<file path="src/rtl/alu_md_pkg.sv">
// Shared encodings for the ALU control / multiply-divide block.
// Defining ALU_MD_DIV_EN enables the DIV/DIVU instructions and the DIV state.
package alu_md_pkg;

    localparam logic [5:0] FUNC_SLL   = 6'h00;
    localparam logic [5:0] FUNC_SRL   = 6'h02;
    localparam logic [5:0] FUNC_SRA   = 6'h03;
    localparam logic [5:0] FUNC_JR    = 6'h08;
    localparam logic [5:0] FUNC_JALR  = 6'h09;
    localparam logic [5:0] FUNC_MFHI  = 6'h10;
    localparam logic [5:0] FUNC_MTHI  = 6'h11;
    localparam logic [5:0] FUNC_MFLO  = 6'h12;
    localparam logic [5:0] FUNC_MTLO  = 6'h13;
    localparam logic [5:0] FUNC_MULT  = 6'h18;
    localparam logic [5:0] FUNC_MULTU = 6'h19;
    localparam logic [5:0] FUNC_DIV   = 6'h1A;
    localparam logic [5:0] FUNC_DIVU  = 6'h1B;
    localparam logic [5:0] FUNC_ADD   = 6'h20;
    localparam logic [5:0] FUNC_ADDU  = 6'h21;
    localparam logic [5:0] FUNC_SUB   = 6'h22;
    localparam logic [5:0] FUNC_SUBU  = 6'h23;
    localparam logic [5:0] FUNC_AND   = 6'h24;
    localparam logic [5:0] FUNC_OR    = 6'h25;
    localparam logic [5:0] FUNC_XOR   = 6'h26;
    localparam logic [5:0] FUNC_NOR   = 6'h27;
    localparam logic [5:0] FUNC_SLT   = 6'h2A;
    localparam logic [5:0] FUNC_SLTU  = 6'h2B;

    localparam logic [3:0] ALUOp_R    = 4'd0;
    localparam logic [3:0] ALUOp_ADD  = 4'd1;
    localparam logic [3:0] ALUOp_SUB  = 4'd2;
    localparam logic [3:0] ALUOp_AND  = 4'd3;
    localparam logic [3:0] ALUOp_OR   = 4'd4;
    localparam logic [3:0] ALUOp_XOR  = 4'd5;
    localparam logic [3:0] ALUOp_SLT  = 4'd6;
    localparam logic [3:0] ALUOp_SLTU = 4'd7;
    localparam logic [3:0] ALUOp_LUI  = 4'd8;
    localparam logic [3:0] ALUOp_ADDU = 4'd9;

    localparam logic [3:0] OP_NOP  = 4'd0;
    localparam logic [3:0] OP_ADD  = 4'd1;
    localparam logic [3:0] OP_ADDU = 4'd2;
    localparam logic [3:0] OP_SUB  = 4'd3;
    localparam logic [3:0] OP_SUBU = 4'd4;
    localparam logic [3:0] OP_AND  = 4'd5;
    localparam logic [3:0] OP_OR   = 4'd6;
    localparam logic [3:0] OP_XOR  = 4'd7;
    localparam logic [3:0] OP_NOR  = 4'd8;
    localparam logic [3:0] OP_SLT  = 4'd9;
    localparam logic [3:0] OP_SLTU = 4'd10;
    localparam logic [3:0] OP_SLL  = 4'd11;
    localparam logic [3:0] OP_SRL  = 4'd12;
    localparam logic [3:0] OP_SRA  = 4'd13;
    localparam logic [3:0] OP_LUI  = 4'd14;

    localparam logic [1:0] MF_ALU = 2'b00;
    localparam logic [1:0] MF_HI  = 2'b01;
    localparam logic [1:0] MF_LO  = 2'b10;

    typedef enum logic [1:0] {
        ST_IDLE = 2'd0,
        ST_MUL  = 2'd1,
`ifdef ALU_MD_DIV_EN
        ST_DIV  = 2'd2,
`endif
        ST_DONE = 2'd3
    } md_state_e;

    // R-type functs that belong to the multiply/divide unit and may stall
    function automatic logic is_md_funct(input logic [5:0] f);
        logic r;
        r = 1'b0;
        case (f)
            FUNC_MULT, FUNC_MULTU, FUNC_MFHI, FUNC_MFLO,
            FUNC_MTHI, FUNC_MTLO:  r = 1'b1;
`ifdef ALU_MD_DIV_EN
            FUNC_DIV, FUNC_DIVU:   r = 1'b1;
`endif
            default:               r = 1'b0;
        endcase
        return r;
    endfunction

endpackage

</file>
<file path="src/rtl/mdu_iter.sv">
// Iterative multiply (shift-add) / restoring divide datapath, one bit per cycle.
// The divide step exists only when ALU_MD_DIV_EN is defined.
module mdu_iter
    import alu_md_pkg::*;
#(
    parameter int XLEN = 32
) (
    input  logic            clk,
    input  logic            rst,
    input  logic            load,
    input  logic            run,
`ifdef ALU_MD_DIV_EN
    input  logic            div_mode,
`endif
    input  logic [XLEN-1:0] a,
    input  logic [XLEN-1:0] b,
    output logic            last,
    output logic [XLEN-1:0] acc_hi,
    output logic [XLEN-1:0] acc_lo
);

    localparam int CW = $clog2(XLEN);

    logic [CW-1:0]   count;
    logic [XLEN-1:0] upper;
    logic [XLEN-1:0] lower;
    logic [XLEN-1:0] operand;
    logic [XLEN:0]   add_sum;
    logic [XLEN-1:0] next_upper;
    logic [XLEN-1:0] next_lower;
`ifdef ALU_MD_DIV_EN
    logic [XLEN:0]   shifted;
    logic [XLEN:0]   diff;
`endif

    // {upper,lower} is the product register for multiply and {remainder,quotient} for divide
    always_comb begin
        add_sum    = {1'b0, upper} + (lower[0] ? {1'b0, operand} : '0);
        next_upper = add_sum[XLEN:1];
        next_lower = {add_sum[0], lower[XLEN-1:1]};
`ifdef ALU_MD_DIV_EN
        shifted = {upper, lower[XLEN-1]};
        diff    = shifted - {1'b0, operand};
        if (div_mode) begin
            if (!diff[XLEN]) begin
                next_upper = diff[XLEN-1:0];
                next_lower = {lower[XLEN-2:0], 1'b1};
            end else begin
                next_upper = shifted[XLEN-1:0];
                next_lower = {lower[XLEN-2:0], 1'b0};
            end
        end
`endif
    end

    always_ff @(posedge clk) begin
        if (rst) begin
            count   <= '0;
            upper   <= '0;
            lower   <= '0;
            operand <= '0;
        end else if (load) begin
            count   <= '0;
            upper   <= '0;
            lower   <= a;
            operand <= b;
        end else if (run) begin
            count   <= count + CW'(1);
            upper   <= next_upper;
            lower   <= next_lower;
        end
    end

    assign last   = (count == CW'(XLEN - 1));
    assign acc_hi = upper;
    assign acc_lo = lower;

endmodule

</file>
<file path="src/rtl/alu_md_ctrl.sv">
// ALU control decode plus multicycle multiply/divide FSM with HI/LO registers.
// Defining ALU_MD_DIV_EN adds DIV/DIVU support; without it only multiply is built.
module alu_md_ctrl
    import alu_md_pkg::*;
#(
    parameter int XLEN      = 32,
    parameter int ALUOP_W   = 4,
    parameter int ALUCTRL_W = 4
) (
    input  logic                 clk,
    input  logic                 rst,
    input  logic                 valid,
    input  logic [5:0]           funct,
    input  logic [ALUOP_W-1:0]   ALUOp,
    input  logic [XLEN-1:0]      rs_val,
    input  logic [XLEN-1:0]      rt_val,
    output logic [ALUCTRL_W-1:0] ALUCTRL,
    output logic                 shift,
    output logic                 RegtoPC,
    output logic                 RegPCWr,
    output logic [1:0]           mf_sel,
    output logic                 busy,
    output logic                 stall,
    output logic [XLEN-1:0]      hi,
    output logic [XLEN-1:0]      lo
);

    md_state_e         state, next_state;
    logic [3:0]        op;
    logic              is_r;
    logic              md_class;
    logic              start_mul;
    logic              start_div;
    logic              load;
    logic              run;
    logic              last;
    logic              signed_op;
    logic              neg_q;
    logic [XLEN-1:0]   a_mag;
    logic [XLEN-1:0]   b_mag;
    logic [XLEN-1:0]   acc_hi;
    logic [XLEN-1:0]   acc_lo;
    logic [2*XLEN-1:0] prod_fix;
`ifdef ALU_MD_DIV_EN
    logic              div_q;
    logic              rem_neg_q;
    logic              div_zero_q;
    logic [XLEN-1:0]   quot_fix;
    logic [XLEN-1:0]   rem_fix;
`endif

    assign is_r = (ALUOp == ALUOP_W'(ALUOp_R));

    always_comb begin
        op      = OP_NOP;
        shift   = 1'b0;
        RegtoPC = 1'b0;
        RegPCWr = 1'b0;
        if (is_r) begin
            case (funct)
                FUNC_ADD:  op = OP_ADD;
                FUNC_ADDU: op = OP_ADDU;
                FUNC_SUB:  op = OP_SUB;
                FUNC_SUBU: op = OP_SUBU;
                FUNC_AND:  op = OP_AND;
                FUNC_OR:   op = OP_OR;
                FUNC_XOR:  op = OP_XOR;
                FUNC_NOR:  op = OP_NOR;
                FUNC_SLT:  op = OP_SLT;
                FUNC_SLTU: op = OP_SLTU;
                FUNC_SLL:  begin op = OP_SLL; shift = 1'b1; end
                FUNC_SRL:  begin op = OP_SRL; shift = 1'b1; end
                FUNC_SRA:  begin op = OP_SRA; shift = 1'b1; end
                FUNC_JR:   RegtoPC = 1'b1;
                FUNC_JALR: begin RegtoPC = 1'b1; RegPCWr = 1'b1; end
                default:   op = OP_NOP;
            endcase
        end else begin
            case (ALUOp)
                ALUOP_W'(ALUOp_ADD):  op = OP_ADD;
                ALUOP_W'(ALUOp_ADDU): op = OP_ADDU;
                ALUOP_W'(ALUOp_SUB):  op = OP_SUB;
                ALUOP_W'(ALUOp_AND):  op = OP_AND;
                ALUOP_W'(ALUOp_OR):   op = OP_OR;
                ALUOP_W'(ALUOp_XOR):  op = OP_XOR;
                ALUOP_W'(ALUOp_SLT):  op = OP_SLT;
                ALUOP_W'(ALUOp_SLTU): op = OP_SLTU;
                ALUOP_W'(ALUOp_LUI):  op = OP_LUI;
                default:              op = OP_NOP;
            endcase
        end
    end

    assign ALUCTRL = ALUCTRL_W'(op);

    always_comb begin
        mf_sel = MF_ALU;
        if (is_r && funct == FUNC_MFHI) mf_sel = MF_HI;
        if (is_r && funct == FUNC_MFLO) mf_sel = MF_LO;
    end

    assign md_class  = valid && is_r && is_md_funct(funct);
    assign start_mul = md_class && (funct == FUNC_MULT || funct == FUNC_MULTU);
`ifdef ALU_MD_DIV_EN
    assign start_div = md_class && (funct == FUNC_DIV || funct == FUNC_DIVU);
    assign signed_op = (funct == FUNC_MULT) || (funct == FUNC_DIV);
    assign run       = (state == ST_MUL) || (state == ST_DIV);
`else
    assign start_div = 1'b0;
    assign signed_op = (funct == FUNC_MULT);
    assign run       = (state == ST_MUL);
`endif
    assign load  = (state == ST_IDLE) && (start_mul || start_div);
    assign a_mag = (signed_op && rs_val[XLEN-1]) ? -rs_val : rs_val;
    assign b_mag = (signed_op && rt_val[XLEN-1]) ? -rt_val : rt_val;

    always_ff @(posedge clk) begin
        if (rst) state <= ST_IDLE;
        else     state <= next_state;
    end

    always_comb begin
        next_state = state;
        busy       = (state != ST_IDLE);
        stall      = busy && md_class;
        case (state)
            ST_IDLE: begin
                if (start_mul)      next_state = ST_MUL;
`ifdef ALU_MD_DIV_EN
                else if (start_div) next_state = ST_DIV;
`endif
            end
            ST_MUL:  if (last) next_state = ST_DONE;
`ifdef ALU_MD_DIV_EN
            ST_DIV:  if (last) next_state = ST_DONE;
`endif
            ST_DONE: next_state = ST_IDLE;
            default: next_state = ST_IDLE;
        endcase
    end

    mdu_iter #(.XLEN(XLEN)) u_iter (
        .clk      (clk),
        .rst      (rst),
        .load     (load),
        .run      (run),
`ifdef ALU_MD_DIV_EN
        .div_mode (start_div || state == ST_DIV),
`endif
        .a        (a_mag),
        .b        (b_mag),
        .last     (last),
        .acc_hi   (acc_hi),
        .acc_lo   (acc_lo)
    );

    // Operand signs are captured with the operands so later rs/rt changes cannot affect the fix-up
    always_ff @(posedge clk) begin
        if (rst) begin
            neg_q      <= 1'b0;
`ifdef ALU_MD_DIV_EN
            div_q      <= 1'b0;
            rem_neg_q  <= 1'b0;
            div_zero_q <= 1'b0;
`endif
        end else if (load) begin
            neg_q      <= signed_op && (rs_val[XLEN-1] ^ rt_val[XLEN-1]);
`ifdef ALU_MD_DIV_EN
            div_q      <= start_div;
            rem_neg_q  <= signed_op && rs_val[XLEN-1];
            div_zero_q <= (rt_val == '0);
`endif
        end
    end

    assign prod_fix = neg_q ? -{acc_hi, acc_lo} : {acc_hi, acc_lo};
`ifdef ALU_MD_DIV_EN
    // A zero divisor leaves the dividend as remainder; the quotient is forced to all ones
    assign quot_fix = div_zero_q ? '1 : (neg_q ? -acc_lo : acc_lo);
    assign rem_fix  = rem_neg_q ? -acc_hi : acc_hi;
`endif

    always_ff @(posedge clk) begin
        if (rst) begin
            hi <= '0;
            lo <= '0;
        end else if (state == ST_DONE) begin
`ifdef ALU_MD_DIV_EN
            if (div_q) begin
                hi <= rem_fix;
                lo <= quot_fix;
            end else begin
                hi <= prod_fix[2*XLEN-1:XLEN];
                lo <= prod_fix[XLEN-1:0];
            end
`else
            hi <= prod_fix[2*XLEN-1:XLEN];
            lo <= prod_fix[XLEN-1:0];
`endif
        end else if (state == ST_IDLE && md_class) begin
            if (funct == FUNC_MTHI) hi <= rs_val;
            if (funct == FUNC_MTLO) lo <= rs_val;
        end
    end

endmodule

</file>
<file path="config.mk">
export PLATFORM = sky130hd
export DESIGN_NAME = alu_md_ctrl
export DESIGN_NICKNAME = d
export VERILOG_FILES = /design/src/rtl/alu_md_pkg.sv /design/src/rtl/mdu_iter.sv /design/src/rtl/alu_md_ctrl.sv
export SDC_FILE = /design/constraint.sdc
export NUM_CORES = 1
export LEC_CHECK = 0
export CAP_MARGIN = 25
export CORE_MARGIN = 2
export CORE_UTILIZATION = 65
export CTS_CLUSTER_SIZE = 28
export DETAILED_ROUTE_END_ITERATION = 16
export DONT_BUFFER_PORTS = 1
export PLACE_DENSITY = 0.81
export SETUP_SLACK_MARGIN = 0.3
export SLEW_MARGIN = 40
export SYNTH_ARGS = -nofsm -noshare
export SYNTH_HDL_FRONTEND = slang
export SYNTH_SLANG_ARGS = --single-unit
</file>
<file path="constraint.sdc">
create_clock -name clk -period 6.93 [get_ports clk]
set_input_delay 1.7325 -clock clk [delete_from_list [all_inputs] [get_ports clk]]
set_output_delay 1.7325 -clock clk [all_outputs]
set_load 0.05 [all_outputs]
</file>
Word level (Yosys, flattened, before mapping)
Memories as Yosys holds them, arrays and structs flattened.
Cells that the tools add are included.
{ "totals": {"wordCells": 93, "ff_bits": 168, "memories": 1, "output_inout_bits": 75, "rom_bits": 64, "input_bits": 77} }
{ "op_classes": {"add_sub_neg": 5, "reduce_logical": 27, "bitwise_logic": 1, "n_eq_ne": 25, "n_mux": 26} }
{ "memory_table": {"columns": ["memory", "words", "width", "read_ports", "rd_ports_with_merged_regs", "write_ports", "line", "rtl"], "rows": [
  ["(no name shown)", 16, 4, 1, 0, 0, "alu_md_ctrl.sv:79", "case (ALUOp)"]
]} }
{ "op_table": {"columns": ["op", "count"], "rows": [
  ["$mux W32", 11],
  ["$mux W64", 1],
  ["$neg A32 Y32", 2],
  ["$neg A64 Y64", 1],
  ["$eq A6 B6 Y1 const B", 10],
  ["$pmux W4 S13", 1],
  ["$eq A6 B5 Y1 const B", 6],
  ["$add A32 B33 Y33", 1],
  ["$eq A6 B2 Y1 const B", 2],
  ["$eq A6 B4 Y1 const B", 2],
  ["$logic_and A1 B1 Y1", 11],
  ["$reduce_bool A2 Y1", 5],
  ["$mux W1", 8],
  ["$logic_not A6 Y1", 1],
  ["$mux W2", 3],
  ["$reduce_and A2 Y1", 3],
  ["$reduce_or A6 Y1", 1],
  ["$add A5 B1 Y5 const B", 1],
  ["$eq A5 B5 Y1 const B", 1],
  ["$logic_not A4 Y1", 1],
  ["$mux W4", 1],
  ["$pmux W2 S2", 1],
  ["$reduce_or A2 Y1", 2],
  ["$reduce_or A3 Y1", 1],
  ["other kinds (7)", 7]
]} }

Depth between registers and ports, before layout
Gate-level depths: netlist of run 1.
{ "logic_depth": {"word_depth": 7, "depth_mapped": 13, "depth_no_buf": 11} }

By module
A second synthesis of run 1 with hierarchy kept.
{ "hier_totals": {"hier_cells": 1532, "area_unflattened_um2": 11997.8} }
{ "modules_own_cells": {"columns": ["mod", "area_per_inst_um2", "cells_each", "seq_area_each_um2", "instances"], "rows": [
  ["alu_md_ctrl", 6142.1, 827, 1341.3, 1],
  ["mdu_iter", 5855.6, 705, 2021.9, 1]
]} }

Least setup slack after synthesis of run 1
Ideal clock, no wire load.
{ "synth_path": {"kind": "input port to output port", "from": "input port ALUOp[0]", "to": "output port stall", "stages": 5, "required_ns": 5.197, "arrival_ns": 4.993, "n_path_buf": 0, "slack_ns": 0.205, "path_cell_list": "inv_1 > ha_1 > nor3b_1 > nand3_1 > a2111oi_0"} }
{ "synth_between": {"elab_chain_cells": 4} }
{ "synth_rtl": {"columns": ["element", "line", "rtl"], "rows": [
  ["from (decl)", "alu_md_ctrl.sv:14", "input logic [ALUOP_W-1:0] ALUOp,"],
  ["$logic_not A4 Y1", "alu_md_ctrl.sv:52", "assign is_r = (ALUOp == ALUOP_W'(ALUOp_R));"],
  ["$logic_and A1 B1 Y1 (2 in series)", "alu_md_ctrl.sv:102", "assign md_class = valid && is_r && is_md_funct(funct);"],
  ["$logic_and A1 B1 Y1", "alu_md_ctrl.sv:125", "stall = busy && md_class;"],
  ["to (decl)", "alu_md_ctrl.sv:23", "output logic stall,"]
]} }
Every way passes these cells.

Worst setup path after layout of run 1
{ "layout_path": {"from": "input port ALUOp[0]", "to": "output port RegPCWr"} }
{ "layout_between": {"elab_chain_cells": 2} }
{ "layout_rtl": {"columns": ["element", "line", "rtl"], "rows": [
  ["$logic_not A4 Y1", "alu_md_ctrl.sv:52", null],
  ["$mux W1", "alu_md_ctrl.sv:59", "if (is_r) begin"],
  ["to (decl)", "alu_md_ctrl.sv:20", "output logic RegPCWr,"]
]} }
Every way passes these cells.

==> impl_metrics.tcl, run 1 <==
set metrics [dict create \
    synth_cell_types 75 \
    synthFlopType "dfxtp_1" \
    setup_viol 0 \
    cts_tree "built" \
    gp_congestion 0.9347 \
    p_comb_share_pct 3.5 \
    cts_setup_buffers 0 \
    grtUsageTotal_pct 33.23 \
    grt_max_degree 133 \
    wl_per_cell_um 19.36 \
    pwr-share-seq_pct 49.7 \
    slew_headroom_pct 45.08 \
    hold_class "reg2reg" \
    synth_edf_count 0 \
    crit_path_max_fanout 5 \
    avgSynthCellArea_um2 7.779 \
    slew_viol_final 0 \
    hold_violations 0 \
    arrival_ns 3.84 \
    rsz0062_at_grt "no" \
    hold_depth 2 \
    hold_start "u_iter.operand[0]" \
    drcViolationCount 0 \
    antenna_found_initial 0 \
    start_util_pct 66.29 \
    diodes 0 \
    final_net_count 1525 \
    slowest_delay_ns 0.50 \
    cpMaxStageDelayCell "nor3b_1" \
    dr.pass1.iters 8 \
    initialDrtViolationCount 1081 \
    areaGrowthSynthToFinish_pct 4.605 \
    fin_crit_sh_pct 80.39 \
    hold_ws_ns 0.4528 \
    p_clk_share_pct 46.8 \
    swShare_pct 22.22 \
    dieArea_um2 18720 \
    ys_ff_latch 168 \
    clkTransAtPathRegs_ns 0.07 \
    timing.fmax_ghz 0.1795 \
    cts_num_sinks 168 \
    postRouteAntennaNets 0 \
    stdcell_count 1640 \
    io_pins 152 \
    skew_ns 0.007990 \
    fill_cells 1463 \
    fin_util_pct 69.34 \
    worstMarginPinSlew_ns 0.8201 \
    io_buffers 0 \
    cts_buffers 17 \
    critPathKind "in2out" \
    vias 10960 \
    layout-drive-gt1-share_pct 6.290 \
    cts_resized 0 \
    clk_latency_ns 0.44 \
    core_area_um2 17300 \
    r2r_slack_ns 3.24 \
    fin_area_um2 11990 \
    seq_area_frac_synth_pct 29.33 \
    avgViaCountPerCell 6.680 \
    worst_setup_path_start_kind "input pin" \
    vdd_ir_drop_max_mv 0.1719 \
    cp_cell_sequence "inv_1 -> ha_1 -> nor3b_1 -> nand2b_1 -> nor4_2 -> buf_4 -> and2_1" \
    netlist_area_um2 11470 \
    die_h_um 136.8 \
    synth_fp_nets 1594 \
    outcome "complete, no violations" \
    fin_crit_ns 5.571 \
    htreeDepth 4 \
    power_density_nw_per_um2 162.3 \
    grt_pass1_wl_um 49500 \
    placed_area_um2 11430 \
    setup_tns_ns 0 \
    ys_async_sr_fraction_pct 0 \
    p_switching_w 0.0004325 \
    p_int_w 0.001514 \
    r2r_start "u_iter.acc_lo[0]" \
    p_leak_nw 4.455 \
    cp.required_ns 5.20 \
    routed_wl_um 31740 \
    first_global_vias 9940 \
    r2r_end "hi[18]" \
    syn_inst 1474 \
    yosysWarningCount 0 \
    ff2ff_path_depth 9 \
    num_rows 48 \
    place_inst 1610 \
    whs_endpoint "u_iter.operand[0]" \
    maxCapViolations 0 \
    clockRootBuffer "clkbuf_16" \
    dieWidth_um 136.8 \
    cts_buffer_depth 2 \
    hpwlAfterDp_um 22950 \
    cp-end-kind "primary output" \
    cts-hold-fix-buffers 0 \
    grt_overflow 0 \
]
power groups by stage:
stage	logic [W]	registers (W)	clock network, W
global route	0.0000748	0.000966	0.000943
global placement	0.0000644	0.000988	0
CTS	0.0000680	0.000967	0.000910
detailed placement	0.0000674	0.000988	0
finish	0.0000688	0.000967	0.000911
floorplan	0.0000711	0.000988	0
flip-flops by register name, indices dropped and copies added (netlist names):
signal,count
hi,32
lo,32
neg_q,1
state,2
u_iter.acc_hi,32
u_iter.acc_lo,32
u_iter.count,5
u_iter.operand,32
worst max-delay path by stage:
stage                        start       to  slack (ns)
after floorplan           ALUOp[0]  RegPCWr        0.49
after global placement    ALUOp[0]  RegPCWr        1.58
after detailed placement  ALUOp[0]  RegPCWr        1.39
after CTS                 ALUOp[0]  RegPCWr        1.39
after global routing      ALUOp[0]  RegPCWr        1.20
final                     ALUOp[0]  RegPCWr        1.36
placed cells by master (no fill, tap or decap), drive strengths merged, types with 16 or more instances in the layout:
| cell | count |
|---|---|
| a211oi | 33 |
| a21oi | 132 |
| a222oi | 19 |
| a22oi | 52 |
| a31oi | 18 |
| and2 | 40 |
| and3 | 17 |
| buf | 16 |
| clkbuf | 19 |
| dfxtp | 168 |
| ha | 42 |
| inv | 33 |
| nand2 | 141 |
| nand3 | 19 |
| nor2 | 145 |
| nor3 | 38 |
| nor4 | 16 |
| o21ai | 70 |
| o22ai | 37 |
| o31ai | 28 |
| or3 | 26 |
| xnor2 | 69 |
| xor2 | 73 |
synthesized netlist by cell type (all sizes together) (4+ instances only):
cell	number	share of area, %
o21ai	70	3.1
a21oi	132	5.8
inv	33	1.1
nand2b	15	0.82
and3	17	0.93
nand2	141	4.6
nor3	38	1.8
clkbuf	93	3.7
xnor2	69	5.3
nor4	16	1.1
mux2i	4	0.35
or3	26	1.5
nand3	19	0.87
dfxtp	168	29
nand3b	4	0.26
ha	42	4.6
o21a	7	0.46
a222oi	19	1.7
o221ai	6	0.46
o21bai	7	0.46
o22ai	37	2.0
or2	6	0.33
o41ai	12	1.1
or4	6	0.46
a22oi	52	3.4
a221oi	10	0.76
o31ai	28	1.8
and2	40	2.2
nor2	145	4.7
nor3b	5	0.33
xor2	73	5.6
a31oi	18	0.98
nand4	13	0.76
nor4b	4	0.41
nor2b	5	0.27
a21o	15	0.98
a211oi	33	2.2
buf	11	0.60
area by class of cell:
type / count / area, um2 / share of cell area [%]
timing repair buffer: 16 / 120.1 / 1.001
tap: 225 / 281.5 / 2.347
multi-input combinational: 1169 / 7564 / 63.06
inverter: 33 / 123.9 / 1.033
clock inverter: 10 / 107.6 / 0.8971
sequential: 168 / 3364 / 28.05
clock buffer: 19 / 432.9 / 3.609
critical path: cells and delay by family:
kind | cells | cell delay (ns)
adder cells (fa/ha/maj) | 1 | 0.26
buffers and inverters | 2 | 0.35
AND/OR/NAND/NOR | 4 | 1.50
cells by family after synthesis:
| family | after synthesis | synth area share [%] |
|---|---|---|
| buffers and inverters | 137 | 5.423 |
| adder cells (fa/ha/maj) | 43 | 4.758 |
| multiplexers | 5 | 0.4474 |
| AND/OR/NAND/NOR | 503 | 21.66 |
| flip-flops | 168 | 29.33 |
| AO/OA/AOI/OAI | 476 | 27.53 |
| XOR/XNOR | 142 | 10.85 |
per-stage QoR:
| stage | power, W | worst slack, ns |
|---|---|---|
| floorplan | 0.001059 | 0.4906 |
| global placement | 0.001053 | 1.580 |
| detailed placement | 0.001056 | 1.393 |
| CTS | 0.001945 | 1.392 |
| global route | 0.001984 | 1.205 |
| finish | 0.001946 | 1.359 |
routing by layer:
layer / vias up / GRT usage [%] / wire [um]
met5: - / 0 / 0
met2: 541 / 56.11 / 14930
met3: 99 / 6.185 / 2613
li1: 5253 / - / -
met1: 5062 / 40.00 / 12820
met4: 0 / 17.87 / 1383
No activity file was read; power rests on OpenSTA's default activity.
==> run 2: changes to the inputs <==
==> constraint.sdc (replaced) <==
create_clock -name clk -period 5.4 [get_ports clk]
set_input_delay 1.35 -clock clk [delete_from_list [all_inputs] [get_ports clk]]
set_output_delay 1.35 -clock clk [all_outputs]
set_load 0.05 [all_outputs]
==> impl_metrics.tcl, run 2 (synthesized netlist as in run 1, its figures left out) <==
set metrics [dict create \
    hpwlAfterDp_um 23100 \
    worst_setup_path_start_kind "input pin" \
    fin_crit_ns 4.487 \
    p_comb_share_pct 3.3 \
    cpMaxStageDelayCell "nor3b_1" \
    gp_congestion 0.9295 \
    grtUsageTotal_pct 33.34 \
    postRouteAntennaNets 0 \
    diodes 0 \
    dieArea_um2 18720 \
    io_buffers 0 \
    power_density_nw_per_um2 223.1 \
    fin_crit_sh_pct 83.10 \
    cts_setup_buffers 0 \
    antenna_found_initial 0 \
    vdd_ir_drop_max_mv 0.2567 \
    layout-drive-gt1-share_pct 6.676 \
    cts_buffers 17 \
    arrival_ns 3.14 \
    p_clk_share_pct 51.0 \
    swShare_pct 20.91 \
    first_global_vias 9949 \
    cts_tree "built" \
    routed_wl_um 31630 \
    vias 10970 \
    p_int_w 0.002147 \
    cts_resized 0 \
    wl_per_cell_um 19.19 \
    timing.fmax_ghz 0.2228 \
    hold_violations 0 \
    outcome "complete, no violations" \
    cts-hold-fix-buffers 0 \
    io_pins 152 \
    area.sequential_um2 3364 \
    slew_headroom_pct 43.67 \
    p_switching_w 0.0005677 \
    setup_viol 0 \
    maxCapViolations 0 \
    crit_path_frequent_cell "buf_4" \
    die_h_um 136.8 \
    final_net_count 1531 \
    grt_max_degree 133 \
    pwr-share-seq_pct 45.7 \
    grt_overflow 0 \
    initialDrtViolationCount 1313 \
    cp-end-kind "primary output" \
    worstMarginPinSlew_ns 0.8413 \
    power.total_w 0.002715 \
    p_leak_nw 4.542 \
    slowest_delay_ns 0.42 \
    clk_latency_ns 0.43 \
    areaGrowthSynthToFinish_pct 6.111 \
    cp_cell_sequence "inv_1 -> ha_1 -> nor3b_1 -> nand2b_1 -> nor4_2 -> buf_4 -> and2_1 -> buf_4" \
    cp.required_ns 4.05 \
    hold_class "reg2reg" \
    crit_path_max_fanout 5 \
    final_common_cell "dfxtp_1" \
    num_rows 48 \
    dieWidth_um 136.8 \
    clockRootBuffer "clkbuf_16" \
    final_cell_mix "dfxtp_1, nor2_1, nand2_1" \
    slew_viol_final 0 \
    rsz0062_at_grt "no" \
    core_area_um2 17300 \
    fill_cells 1412 \
    grt_pass1_wl_um 49940 \
    clkTransAtPathRegs_ns 0.06 \
    dr.pass1.iters 6 \
    cts_buffer_depth 2 \
    setup_tns_ns 0 \
    skew_ns 0.009095 \
    avgViaCountPerCell 6.659 \
    multi_input_area_um2 7548 \
    cts_num_sinks 168 \
    htreeDepth 4 \
    drcViolationCount 0 \
    start_util_pct 66.29 \
    critPathKind "in2out" \
]
==> run 2: cell types whose count changed in the layout (fill, tap and decap cells not counted), sizes merged <==
cell    previous run  this run
buf               16        22
inv               33        34
clkbuf            19        21
bufinv             2         5
clkinv             5         1
==> run 2: routing by layer <==
| metal | wire length [um] | GRT usage [%] | up-vias |
|---|---|---|---|
| met5 | 0 | 0 | - |
| met4 | 1302 | 15.75 | 0 |
| met2 | 14920 | 56.06 | 524 |
| li1 | - | - | 5273 |
| met3 | 2623 | 5.704 | 97 |
| met1 | 12780 | 41.50 | 5080 |
==> run 2: worst max-delay path, delay by kind of cell <==
kind          cells  cell delay (ns)
simple gates      4             1.00
fa+ha+maj         1             0.25
buf+inv           3             0.53
==> run 2: layout make-up <==
cell class	instances	area share (%)
sequential	168	27.65
clock buffer	21	3.949
tap	225	2.314
inverter	33	1.018
multi-input combinational	1169	62.04
timing repair buffer	22	1.460
clock inverter	10	1.563
==> run 2: metrics by stage <==
step | util, % | hold slack (ns) | instances | worst slack, ns | cell area (um2)
2_1_floorplan | - | 0.4273 | 1474 | 0.1164 | 11470
3_3_place_gp | 66.23 | 0.4346 | 1615 | 0.9598 | 11460
3_5_place_dp | 66.38 | 0.4656 | 1616 | 0.9148 | 11480
4_1_cts | 70.26 | 0.4672 | 1647 | 0.9106 | 12150
5_1_grt | 70.34 | 0.4807 | 1648 | 0.6674 | 12170
6_report | 70.34 | 0.4722 | 1648 | 0.9126 | 12170
==> run 2: final timing paths <==
path	from	endpoint	slack (ns)	depth (start not counted)
setup / recovery	ALUOp[0]	RegPCWr	0.91	8
hold / removal	u_iter.operand[31]	u_iter.operand[31]	0.47	2
setup reg to reg	u_iter.acc_lo[0]	u_iter.acc_hi[29]	1.76	12
hold reg to reg	u_iter.operand[31]	u_iter.operand[31]	0.47	2
==> run 2: power by group through the flow <==
stage                     Clock (W)  Combinational [W]  Sequential [W]
final                       0.00139          0.0000887         0.00124
after global routing        0.00144          0.0000976         0.00124
after CTS                   0.00139          0.0000883         0.00124
after detailed placement          0          0.0000874         0.00127
after global placement            0          0.0000855         0.00127
after floorplan                   0          0.0000914         0.00127
==> run 3: changes to the inputs <==
--- a/config.mk
+++ b/config.mk
@@ -5,13 +5,14 @@
 export SDC_FILE = /design/constraint.sdc
 export NUM_CORES = 1
 export LEC_CHECK = 0
+export ABC_AREA = 1
 export CAP_MARGIN = 25
 export CORE_MARGIN = 2
-export CORE_UTILIZATION = 65
+export CORE_UTILIZATION = 59
 export CTS_CLUSTER_SIZE = 28
 export DETAILED_ROUTE_END_ITERATION = 16
 export DONT_BUFFER_PORTS = 1
-export PLACE_DENSITY = 0.81
+export PLACE_DENSITY = 0.78
 export SETUP_SLACK_MARGIN = 0.3
 export SLEW_MARGIN = 40
 export SYNTH_ARGS = -nofsm -noshare
==> constraint.sdc (replaced) <==
create_clock -name clk -period 3.8 [get_ports clk]
set_input_delay 0.95 -clock clk [delete_from_list [all_inputs] [get_ports clk]]
set_output_delay 0.95 -clock clk [all_outputs]
set_load 0.05 [all_outputs]
==> impl_metrics.tcl, run 3 <==
set metrics [dict create \
    outcome "complete, no violations" \
    fin_util_pct 63.31 \
    vdd_ir_drop_max_mv 0.2545 \
    synthFlopType "dfxtp_1" \
    cts-hold-fix-buffers 0 \
    final_cell_mix "nand2_1, inv_1, nor2_1" \
    yosys.cell_count.top_type "nand2_1" \
    clockRootBuffer "clkbuf_16" \
    fin_crit_ns 3.191 \
    seq_area_frac_synth_pct 24.26 \
    final_net_count 2533 \
    synth_top_family_by_area "simple AND/OR/NAND/NOR gates" \
    grtUsageTotal_pct 39.92 \
    syn_inst 2451 \
    pwr-share-seq_pct 45.3 \
    p_clk_share_pct 49.1 \
    synth_edf_count 0 \
    avgSynthCellArea_um2 5.657 \
    start_util_pct 59.60 \
    r2r_slack_ns 1.03 \
    slew_viol_final 0 \
    synth_compound_area_share_pct 15.17 \
    synth.largest_area_cell "dfxtp_1" \
    met3WireLength_um 5552 \
    p_comb_share_pct 5.6 \
    dieWidth_um 157.3 \
    slew_headroom_pct 49.27 \
    yosysWarningCount 0 \
    p_leak_nw 7.617 \
    synth_top_area_share_pct 24.26 \
    synthAdderAreaFrac_pct 3.935 \
    hold_class "reg2reg" \
    dieArea_um2 24740 \
    ys_async_sr_fraction_pct 0 \
    worst_slack_ns 0.6085 \
    p_int_w 0.002885 \
    cts_num_sinks 168 \
    dr.pass1.iters 6 \
    io_buffers 0 \
    muxShareOfSynthArea_pct 0 \
    synth_cell_types 48 \
    cts_tree "built" \
    critPathKind "in2out" \
    htreeDepth 4 \
    synth-simple-area-share_pct 41.79 \
    worst_setup_path_start_kind "input pin" \
    arrival_ns 2.24 \
    cts_buffers 17 \
    grt_max_degree 73 \
    wl_met2_um 21280 \
    grt_overflow 0 \
    maxCapViolations 0 \
    crit_path_max_fanout 8 \
    worstMarginPinSlew_ns 0.7563 \
    skew_ns 0.01702 \
    initialDrtViolationCount 2074 \
    areaGrowthSynthToFinish_pct 6.227 \
    drcViolationCount 0 \
    place_inst 2713 \
    rsz0062_at_grt "no" \
    netlist_top_cells_area "dfxtp_1, nand2_1, inv_1, nand3_1, nor2_1" \
    power.total_w 0.003884 \
    pre_cts_ws_ns 0.5998 \
    swShare_pct 25.71 \
    setup_tns_ns 0 \
    hpwlAfterDp_um 39630 \
    cts_buffer_depth 2 \
    timing.fmax_ghz 0.3133 \
    setup_viol 0 \
    cp-end-kind "primary output" \
    met1_length_um 20550 \
    wl_per_cell_um 18.19 \
    avgViaCountPerCell 5.818 \
    first_global_vias 14000 \
    num_rows 56 \
    cts_resized 0 \
    synth_common_cells "nand2_1, inv_1, nor2_1, nand3_1, dfxtp_1" \
    ff2ff_path_depth 15 \
    hold_depth 2 \
    core_area_um2 23260 \
    cp.required_ns 2.85 \
    synthXorXnorAreaFrac_pct 2.148 \
    postRouteAntennaNets 0 \
    grt_pass1_wl_um 76040 \
    clkTransAtPathRegs_ns 0.07 \
    stdcell_count 2745 \
    io_pins 152 \
    layout-drive-gt1-share_pct 4.823 \
    power_density_nw_per_um2 263.7 \
    vias 15970 \
    gp_congestion 1.041 \
    synth_fp_nets 2571 \
    p_switching_w 0.0009984 \
    fin_crit_sh_pct 83.99 \
    clk_latency_ns 0.45 \
    ys_ff_latch 168 \
    cts_setup_buffers 0 \
    routed_wl_um 49940 \
    netlist_area_um2 13860 \
    final_common_cell "nand2_1" \
    antenna_found_initial 0 \
    dr.max_layer_used "met4" \
    diodes 0 \
    die_h_um 157.3 \
    hold_violations 0 \
]
run 3: final cells by class:
cell class                      count  area [um2]
Inverter                          367        1380
Timing Repair Buffer               25       187.7
Clock inverter                     14       185.2
Clock buffer                       18       439.2
Tap cell                          319       399.1
Fill cell                        2419        8534
Multi-Input combinational cell   1834        8772
Sequential cell                   168        3364
run 3: power by group through the flow:
stage	Clock [W]	Sequential (W)	Combinational, W
floorplan	0	0.00180	0.000155
CTS	0.00189	0.00176	0.000210
finish	0.00191	0.00176	0.000217
detailed placement	0	0.00180	0.000209
global placement	0	0.00180	0.000207
global route	0.00198	0.00176	0.000232
run 3: cell families after synthesis:
logic type | Yosys count
simple gates | 1376
buf+inv | 449
compound gates | 381
flops | 168
fa+ha+maj | 43
xor+xnor | 34
run 3: worst paths after layout:
path | startpoint | endpoint
worst max-delay path | ALUOp[0] | stall
worst min-delay path | u_iter.operand[20] | u_iter.operand[20]
worst max register to register | u_iter.acc_lo[0] | u_iter.acc_hi[30]
worst min register to register | u_iter.operand[20] | u_iter.operand[20]
run 3: worst max-delay path, cell delays in order:
cell      delay, ns
inv_1          0.10
ha_1           0.25
nand3_4        0.15
nor2_2         0.15
a21boi_4       0.30
inv_1          0.06
nor2_1         0.09
buf_4          0.20
run 3: per-stage QoR:
stage | cell area [um2] | hold WS (ns)
after CTS | 14730 | 0.4791
final | 14730 | 0.4779
after detailed placement | 14100 | 0.4501
after global placement | 14100 | 0.4406
after floorplan | 13880 | 0.4260
after global routing | 14730 | 0.5001
run 3: routing by layer:
| layer | GRT usage, % | vias to the layer above |
|---|---|---|
| met5 | 0 | - |
| met4 | 19.65 | 0 |
| met3 | 6.911 | 130 |
| met2 | 61.84 | 888 |
| met1 | 53.58 | 7190 |
| li1 | - | 7762 |
